$ cat src/rtl/piggy_pkg.sv
// piggy_pkg: shared constants, sequencer state type and frame-byte helper
// for the coin report transmitter.
//   ASCII_COMMA/CR/LF : separator and line-terminator bytes
//   FRAME_LEN         : bytes per report frame
//   state_e           : frame sequencer states
//   frame_byte()      : selects byte idx of a frame from the packed digit snapshot
package piggy_pkg;

  localparam logic [7:0] ASCII_COMMA = 8'h2C;
  localparam logic [7:0] ASCII_CR    = 8'h0D;
  localparam logic [7:0] ASCII_LF    = 8'h0A;
  localparam int         FRAME_LEN   = 17;

  typedef enum logic [2:0] {
    ST_IDLE,
    ST_LOAD,
    ST_START,
    ST_DATA,
    ST_STOP,
    ST_NEXT
  } state_e;

  // digits = {ten, five, two, one}, each three ASCII bytes MSB first.
  function automatic logic [7:0] frame_byte(input logic [95:0] digits,
                                            input logic [4:0]  idx);
    logic [7:0] b;
    case (idx)
      5'd0:                b = digits[95:88];
      5'd1:                b = digits[87:80];
      5'd2:                b = digits[79:72];
      5'd4:                b = digits[71:64];
      5'd5:                b = digits[63:56];
      5'd6:                b = digits[55:48];
      5'd8:                b = digits[47:40];
      5'd9:                b = digits[39:32];
      5'd10:               b = digits[31:24];
      5'd12:               b = digits[23:16];
      5'd13:               b = digits[15:8];
      5'd14:               b = digits[7:0];
      5'd3, 5'd7, 5'd11:   b = ASCII_COMMA;
      5'd15:               b = ASCII_CR;
      default:             b = ASCII_LF;
    endcase
    return b;
  endfunction

endpackage

$ cat src/rtl/uart_byte_tx.sv
// uart_byte_tx: 8N1 serializer for one byte at a time.
//   clk, rst_n      : clock, synchronous active-low reset
//   valid_i/data_i  : byte offered; taken when ready_o is high
//   ready_o         : idle, or in the final cycle of the stop bit (allows
//                     back-to-back bytes with no idle gap)
//   serial_o        : UART line, idle high
//   bit_end_o       : last cycle of the current bit period
//   data_last_o     : last cycle of data bit 7
//   stop_pre_end_o  : cycle before the final stop-bit cycle
module uart_byte_tx #(
  parameter int CLKS_PER_BIT = 87
) (
  input  logic       clk,
  input  logic       rst_n,
  input  logic       valid_i,
  input  logic [7:0] data_i,
  output logic       ready_o,
  output logic       serial_o,
  output logic       bit_end_o,
  output logic       data_last_o,
  output logic       stop_pre_end_o
);

  localparam int            CW       = $clog2(CLKS_PER_BIT);
  localparam logic [CW-1:0] CNT_MAX  = CW'(CLKS_PER_BIT - 1);
  localparam logic [CW-1:0] CNT_PRE  = CW'(CLKS_PER_BIT - 2);

  logic          busy_q, busy_d;
  logic [CW-1:0] cnt_q, cnt_d;
  logic [3:0]    bit_q, bit_d;   // 0 start, 1..8 data, 9 stop
  logic [9:0]    sh_q, sh_d;     // {stop, data, start}, shifted out LSB first
  logic          accept, byte_end;

  assign bit_end_o      = busy_q && (cnt_q == CNT_MAX);
  assign byte_end       = bit_end_o && (bit_q == 4'd9);
  assign data_last_o    = bit_end_o && (bit_q == 4'd8);
  assign stop_pre_end_o = busy_q && (bit_q == 4'd9) && (cnt_q == CNT_PRE);
  assign ready_o        = !busy_q || byte_end;
  assign accept         = valid_i && ready_o;
  assign serial_o       = busy_q ? sh_q[0] : 1'b1;

  always_comb begin
    busy_d = busy_q;
    cnt_d  = cnt_q;
    bit_d  = bit_q;
    sh_d   = sh_q;
    if (accept) begin
      busy_d = 1'b1;
      cnt_d  = '0;
      bit_d  = '0;
      sh_d   = {1'b1, data_i, 1'b0};
    end else if (busy_q) begin
      if (bit_end_o) begin
        cnt_d = '0;
        if (byte_end) begin
          busy_d = 1'b0;
        end else begin
          bit_d = bit_q + 4'd1;
          sh_d  = {1'b1, sh_q[9:1]};
        end
      end else begin
        cnt_d = cnt_q + CW'(1);
      end
    end
  end

  always_ff @(posedge clk) begin
    if (!rst_n) begin
      busy_q <= 1'b0;
      cnt_q  <= '0;
      bit_q  <= '0;
    end else begin
      busy_q <= busy_d;
      cnt_q  <= cnt_d;
      bit_q  <= bit_d;
    end
  end

  // Shift data needs no reset: serial_o is forced high while not busy.
  always_ff @(posedge clk) begin
    sh_q <= sh_d;
  end

endmodule

$ cat src/rtl/coin_report_tx.sv
// coin_report_tx: sends a 17-byte coin-count report "ttt,fff,www,ooo\r\n"
// over UART (8N1), bytes back-to-back.
//   clk, rst_n        : clock, synchronous active-low reset
//   start_sending     : request one frame; requests while busy are merged
//                       into a single pending frame
//   tenbaht..onebaht  : three ASCII digits each, snapshotted at frame start
//   o_Tx_Active       : high from first start bit to last stop bit
//   o_Tx_Done         : one-cycle pulse after a frame's last stop bit
//   o_Tx_Serial       : UART line, idle high
//   o_busy            : frame in progress or request pending
module coin_report_tx #(
  parameter int CLKS_PER_BIT = 87
) (
  input  logic        clk,
  input  logic        rst_n,
  input  logic        start_sending,
  input  logic [23:0] tenbaht,
  input  logic [23:0] fivebaht,
  input  logic [23:0] twobaht,
  input  logic [23:0] onebaht,
  output logic        o_Tx_Active,
  output logic        o_Tx_Done,
  output logic        o_Tx_Serial,
  output logic        o_busy
);
  import piggy_pkg::*;

  localparam logic [4:0] LAST_IDX = 5'(FRAME_LEN - 1);

  state_e      state_q, state_d;
  logic [4:0]  idx_q, idx_d;
  logic        pend_q, pend_d;
  logic        done_q, done_d;
  logic [95:0] snap_q;

  logic        tx_valid, tx_ready, tx_bit_end, tx_data_last, tx_stop_pre_end;
  logic [7:0]  tx_data;

  uart_byte_tx #(.CLKS_PER_BIT(CLKS_PER_BIT)) u_byte_tx (
    .clk            (clk),
    .rst_n          (rst_n),
    .valid_i        (tx_valid),
    .data_i         (tx_data),
    .ready_o        (tx_ready),
    .serial_o       (o_Tx_Serial),
    .bit_end_o      (tx_bit_end),
    .data_last_o    (tx_data_last),
    .stop_pre_end_o (tx_stop_pre_end)
  );

  // The sequencer tracks the serializer's bit phases in lock-step. NEXT is
  // the final cycle of each stop bit, so the following byte is handed over
  // while the stop bit is still on the line and no idle gap appears.
  always_comb begin
    state_d  = state_q;
    idx_d    = idx_q;
    pend_d   = pend_q;
    tx_valid = 1'b0;
    tx_data  = frame_byte(snap_q, idx_q + 5'd1);
    done_d   = (state_q == ST_NEXT) && (idx_q == LAST_IDX);

    if (start_sending && (state_q != ST_IDLE)) pend_d = 1'b1;

    case (state_q)
      ST_IDLE: if (start_sending) state_d = ST_LOAD;
      ST_LOAD: begin
        // Byte 0 comes straight from the inputs being snapshotted this cycle.
        tx_valid = 1'b1;
        tx_data  = tenbaht[23:16];
        idx_d    = '0;
        if (tx_ready) state_d = ST_START;
      end
      ST_START: if (tx_bit_end)      state_d = ST_DATA;
      ST_DATA:  if (tx_data_last)    state_d = ST_STOP;
      ST_STOP:  if (tx_stop_pre_end) state_d = ST_NEXT;
      ST_NEXT: begin
        if (idx_q < LAST_IDX) begin
          tx_valid = 1'b1;
          if (tx_ready) begin
            idx_d   = idx_q + 5'd1;
            state_d = ST_START;
          end
        end else if (pend_q || start_sending) begin
          pend_d  = 1'b0;
          state_d = ST_LOAD;
        end else begin
          state_d = ST_IDLE;
        end
      end
      default: state_d = ST_IDLE;
    endcase
  end

  always_ff @(posedge clk) begin
    if (!rst_n) begin
      state_q <= ST_IDLE;
      idx_q   <= '0;
      pend_q  <= 1'b0;
      done_q  <= 1'b0;
    end else begin
      state_q <= state_d;
      idx_q   <= idx_d;
      pend_q  <= pend_d;
      done_q  <= done_d;
    end
  end

  always_ff @(posedge clk) begin
    if (state_q == ST_LOAD) snap_q <= {tenbaht, fivebaht, twobaht, onebaht};
  end

  assign o_Tx_Active = (state_q == ST_START) || (state_q == ST_DATA) ||
                       (state_q == ST_STOP)  || (state_q == ST_NEXT);
  assign o_Tx_Done   = done_q;
  assign o_busy      = (state_q != ST_IDLE) || pend_q;

endmodule

$ cat config.mk
export PLATFORM = sky130hd
export DESIGN_NAME = coin_report_tx
export DESIGN_NICKNAME = d
export VERILOG_FILES = /design/src/rtl/piggy_pkg.sv /design/src/rtl/uart_byte_tx.sv /design/src/rtl/coin_report_tx.sv
export SDC_FILE = /design/constraint.sdc
export NUM_CORES = 1
export LEC_CHECK = 0
export BUFFER_PORTS_ARGS = -buffer_cell sky130_fd_sc_hd__buf_2
export CORE_MARGIN = 3
export CORE_UTILIZATION = 56
export CTS_CLUSTER_DIAMETER = 40
export DETAILED_ROUTE_END_ITERATION = 6
export GPL_TIMING_DRIVEN = 0
export HOLD_SLACK_MARGIN = 0.12
export PLACE_DENSITY = 0.8
export SLEW_MARGIN = 20
export SYNTH_ARGS = -nofsm -noshare
export SYNTH_HDL_FRONTEND = slang
export SYNTH_SLANG_ARGS = --single-unit
$ cat constraint.sdc
create_clock -name clk -period 3.1 [get_ports clk]
set_input_delay 0.93 -clock clk [delete_from_list [all_inputs] [get_ports clk]]
set_output_delay 0.93 -clock clk [all_outputs]
set_load 0.01 [all_outputs]
==> impl_results.md <==
- Postcts setup bufs: 0
- Slew @ Worst Pin: 889 ps
- PwrDens: 746 nW/um^2
- CTS tree: built
- Worst Hold Class: flop to flop
- GP Congestion: 0.860
- Post-synthesis async set-or-reset flop share: 0
- Synth Register Bits: 127
- Share of the synthesized area in the top cell type: 0.546
- H-Tree Depth: 4
- Mapped Area: 5720 um^2
- Global-route wire length before repair: 21,900 um
- Synthesized instance count: 458
- NumNets Final: 691
- RSZ-0062 raised after global routing: false
- Clock transition at path regs: 60 ps
- WHS Endpoint: u_byte_tx.sh_q[0]$_SDFFE_PP0P_
- Largest family of logic cells by synthesized area: compound AO/OA/AOI/OAI gates
- Drt total wl: 13,800 um
- Post-Synth XOR/XNOR Area: 0.0122
- Dpl hpwl: 9550 um
- Final setup vio count: 0
- Pleak: 0.00260 uW
- Data required, critical path: 3380 ps
- Failing checks: design-rule violations
- DR WL/cell: 18.9 um
- Hold Crit Start: u_byte_tx.sh_q[1]$_DFFE_PP_
- Final worst path period share: 0.925
- EDFF count, synth: 104
- Worst Reg-to-Reg Cells: 9
- Slew HR: 0.404
- Worst skew pair latency: 530 ps
- Syn Area/Cell: 12.5 um^2
- Initial antenna violation count: 1
- Row count: 36
- Fraction of the mapped netlist area in compound gates: 0.155
- Crit Path Max Fanout: 11
- Pins Over Slew Limit: 0
- Initial drt markers: 573
- Fin crit period: 2870 ps
- Via count: 4,409
- Initial Util: 0.580
- Post-Route Skew: 6.04 ps
- Initial DRT Pass Iterations: 7
- Most frequent cells in the layout: buf_2, edfxtp_1, nand2_1
- PortBufs: 102
- Worst vdd ir: 0.000544 V
- Simple-gate share of the synthesized area: 0.136
- Diode count: 0
- Post-place setup slack: 22.5 ps
- Clock tree sinks: 127
- Hold WS: 496 ps
- Reg-to-reg endpoint: u_byte_tx.sh_q[4]$_DFFE_PP_
- Status: finished, violations left
- Layout Cells excl Fill: 726
- PnR worst setup slack: 232 ps
- Fin. Hold Viols: 0
- Vias per cell: 6.07
- Largest net degree at the start of global routing: 62
- Reg2reg start: idx_q[1]$_SDFFE_PN0P_
- Die W: 107 um
- Height of the die: 107 um
- Overflow after GRT: 0
- Adder-Cell Fraction of Synth Area: 0.0262
- Setup_tns: 0 ps
- Layout cells sized above 1: 0.261
- FMAX: 349 MHz
- Worst reg2reg setup slack: 230 ps
- Post-cts gate resize count: 2
- Fraction of synthesized area in multiplexers: 0.0160
- Crit path from: idx_q[1]$_SDFFE_PN0P_
- Clock Tree Buf Depth: 2
- # Max-Cap Violations: 0
- Crit Path Category: flop to flop
- Hold Crit Depth: 2
- Vias in the first global route: 4,432
- # IOs: 103
- Crit path arrival time: 3140 ps
- Hold_buf cts: 0
- Sequential cell area fraction in the yosys report: 0.626
- Critical Path Source Type: flop
- Die area: 11,500 um^2
- CTS buffer count: 17
- Top FF cell, synth: edfxtp_1
- Cell taking the most area after synthesis: edfxtp_1
- Commonest non-fill, non-tap cell in the layout: buf_2
- CTS root buffer: clkbuf_8
- # DRC: 4
- Synth area leaders: edfxtp_1, dfxtp_1, ha_1, nand2_1, nand3_1
- Synth unique cells: 72
- Core ar.: 9860 um^2
- Antenna viol nets, final: 0
- Synth Net Count: 569
- P&R area growth vs syn: 21.4%
- Post-placement cell count: 694
- Global-route usage over all layers: 0.253
- Critical Path End Type: flop
- Ys Warns: 0
==> cell type report <==
class | count | area (um^2)
Buffer | 24 | 124
Clock buffer | 21 | 429
Clock inverter | 11 | 68.8
Fill cell | 691 | 2910
Inverter | 11 | 43.8
Multi-Input combinational cell | 296 | 1990
Sequential cell | 127 | 3590
Tap cell | 133 | 166
Timing Repair Buffer | 103 | 538
==> power by group <==
group          total (uW)  internal, uW  leakage (uW)  switching [uW]
logic                 967           328       0.00120             639
clock network        1680           972      0.000243             703
registers            2540          2400       0.00116             145
total                5190          3700       0.00260            1490
==> per-layer routing <==
metal	GRT usage	up-vias	share of wire
li1	-	2036	-
met1	0.314	2088	0.39
met2	0.405	228	0.50
met3	0.0620	55	0.073
met4	0.146	2	0.040
met5	0	-	0.00095
==> flip-flops by register name, summed over array words and instances, names as in the netlist <==
name              count
u_byte_tx.cnt_q       7
idx_q                 5
u_byte_tx.bit_q       4
u_byte_tx.sh_q        9
o_Tx_Done             1
snap_q               96
u_byte_tx.busy_q      1
state_q               3
pend_q                1
==> how the worst max path moves through the flow <==
stage,endpoint,slack [ps],depth (start not counted)
finish,u_byte_tx.sh_q[4]$_DFFE_PP_,230,9
CTS,u_byte_tx.sh_q[8]$_DFFE_PP_,140,9
global route,u_byte_tx.sh_q[4]$_DFFE_PP_,100,9
floorplan,u_byte_tx.sh_q[1]$_DFFE_PP_,430,6
global placement,u_byte_tx.sh_q[1]$_DFFE_PP_,-140,6
detailed placement,u_byte_tx.sh_q[8]$_DFFE_PP_,20,9
==> cells by family (layout without fill, tap and decap cells) <==
kind of cell,Yosys count,in the layout
fa+ha+maj,12,12
compound gates,118,118
simple gates,149,149
buf+inv,35,170
xor+xnor,8,8
flops,127,127
mux,9,9
==> synthesized netlist by cell type, types with 5 or more instances <==
cell	instances
a21boi_0	7
a21oi_1	16
a222oi_1	9
a22oi_1	13
a31oi_1	10
and2_1	9
and3_1	6
buf_2	5
clkbuf_1	14
dfxtp_1	23
edfxtp_1	104
ha_1	12
inv_1	10
mux2i_1	8
nand2_1	39
nand2b_1	10
nand3_1	28
nor2_1	21
nor3_1	5
o211ai_1	5
o21ai_0	13
o22ai_1	6
==> critical path: stages (launching register included) <==
cell and delay [ps]:
dfxtp_2 450, ha_1 240, buf_4 190, nand3_1 250, xor2_4 270, and2_0 200, clkbuf_1 210, a221oi_1 350
o22ai_1 130, o31a_1 330
==> metrics by stage <==
stage                util  total power [uW]  cell area, um^2
CTS                 0.703              5190             6940
finish              0.705              5190             6950
global placement    0.649              3450             6400
floorplan               -              3170             5720
global route        0.705              5420             6950
detailed placement  0.652              3520             6430
Note: power is estimated with default switching activity, not from simulation.
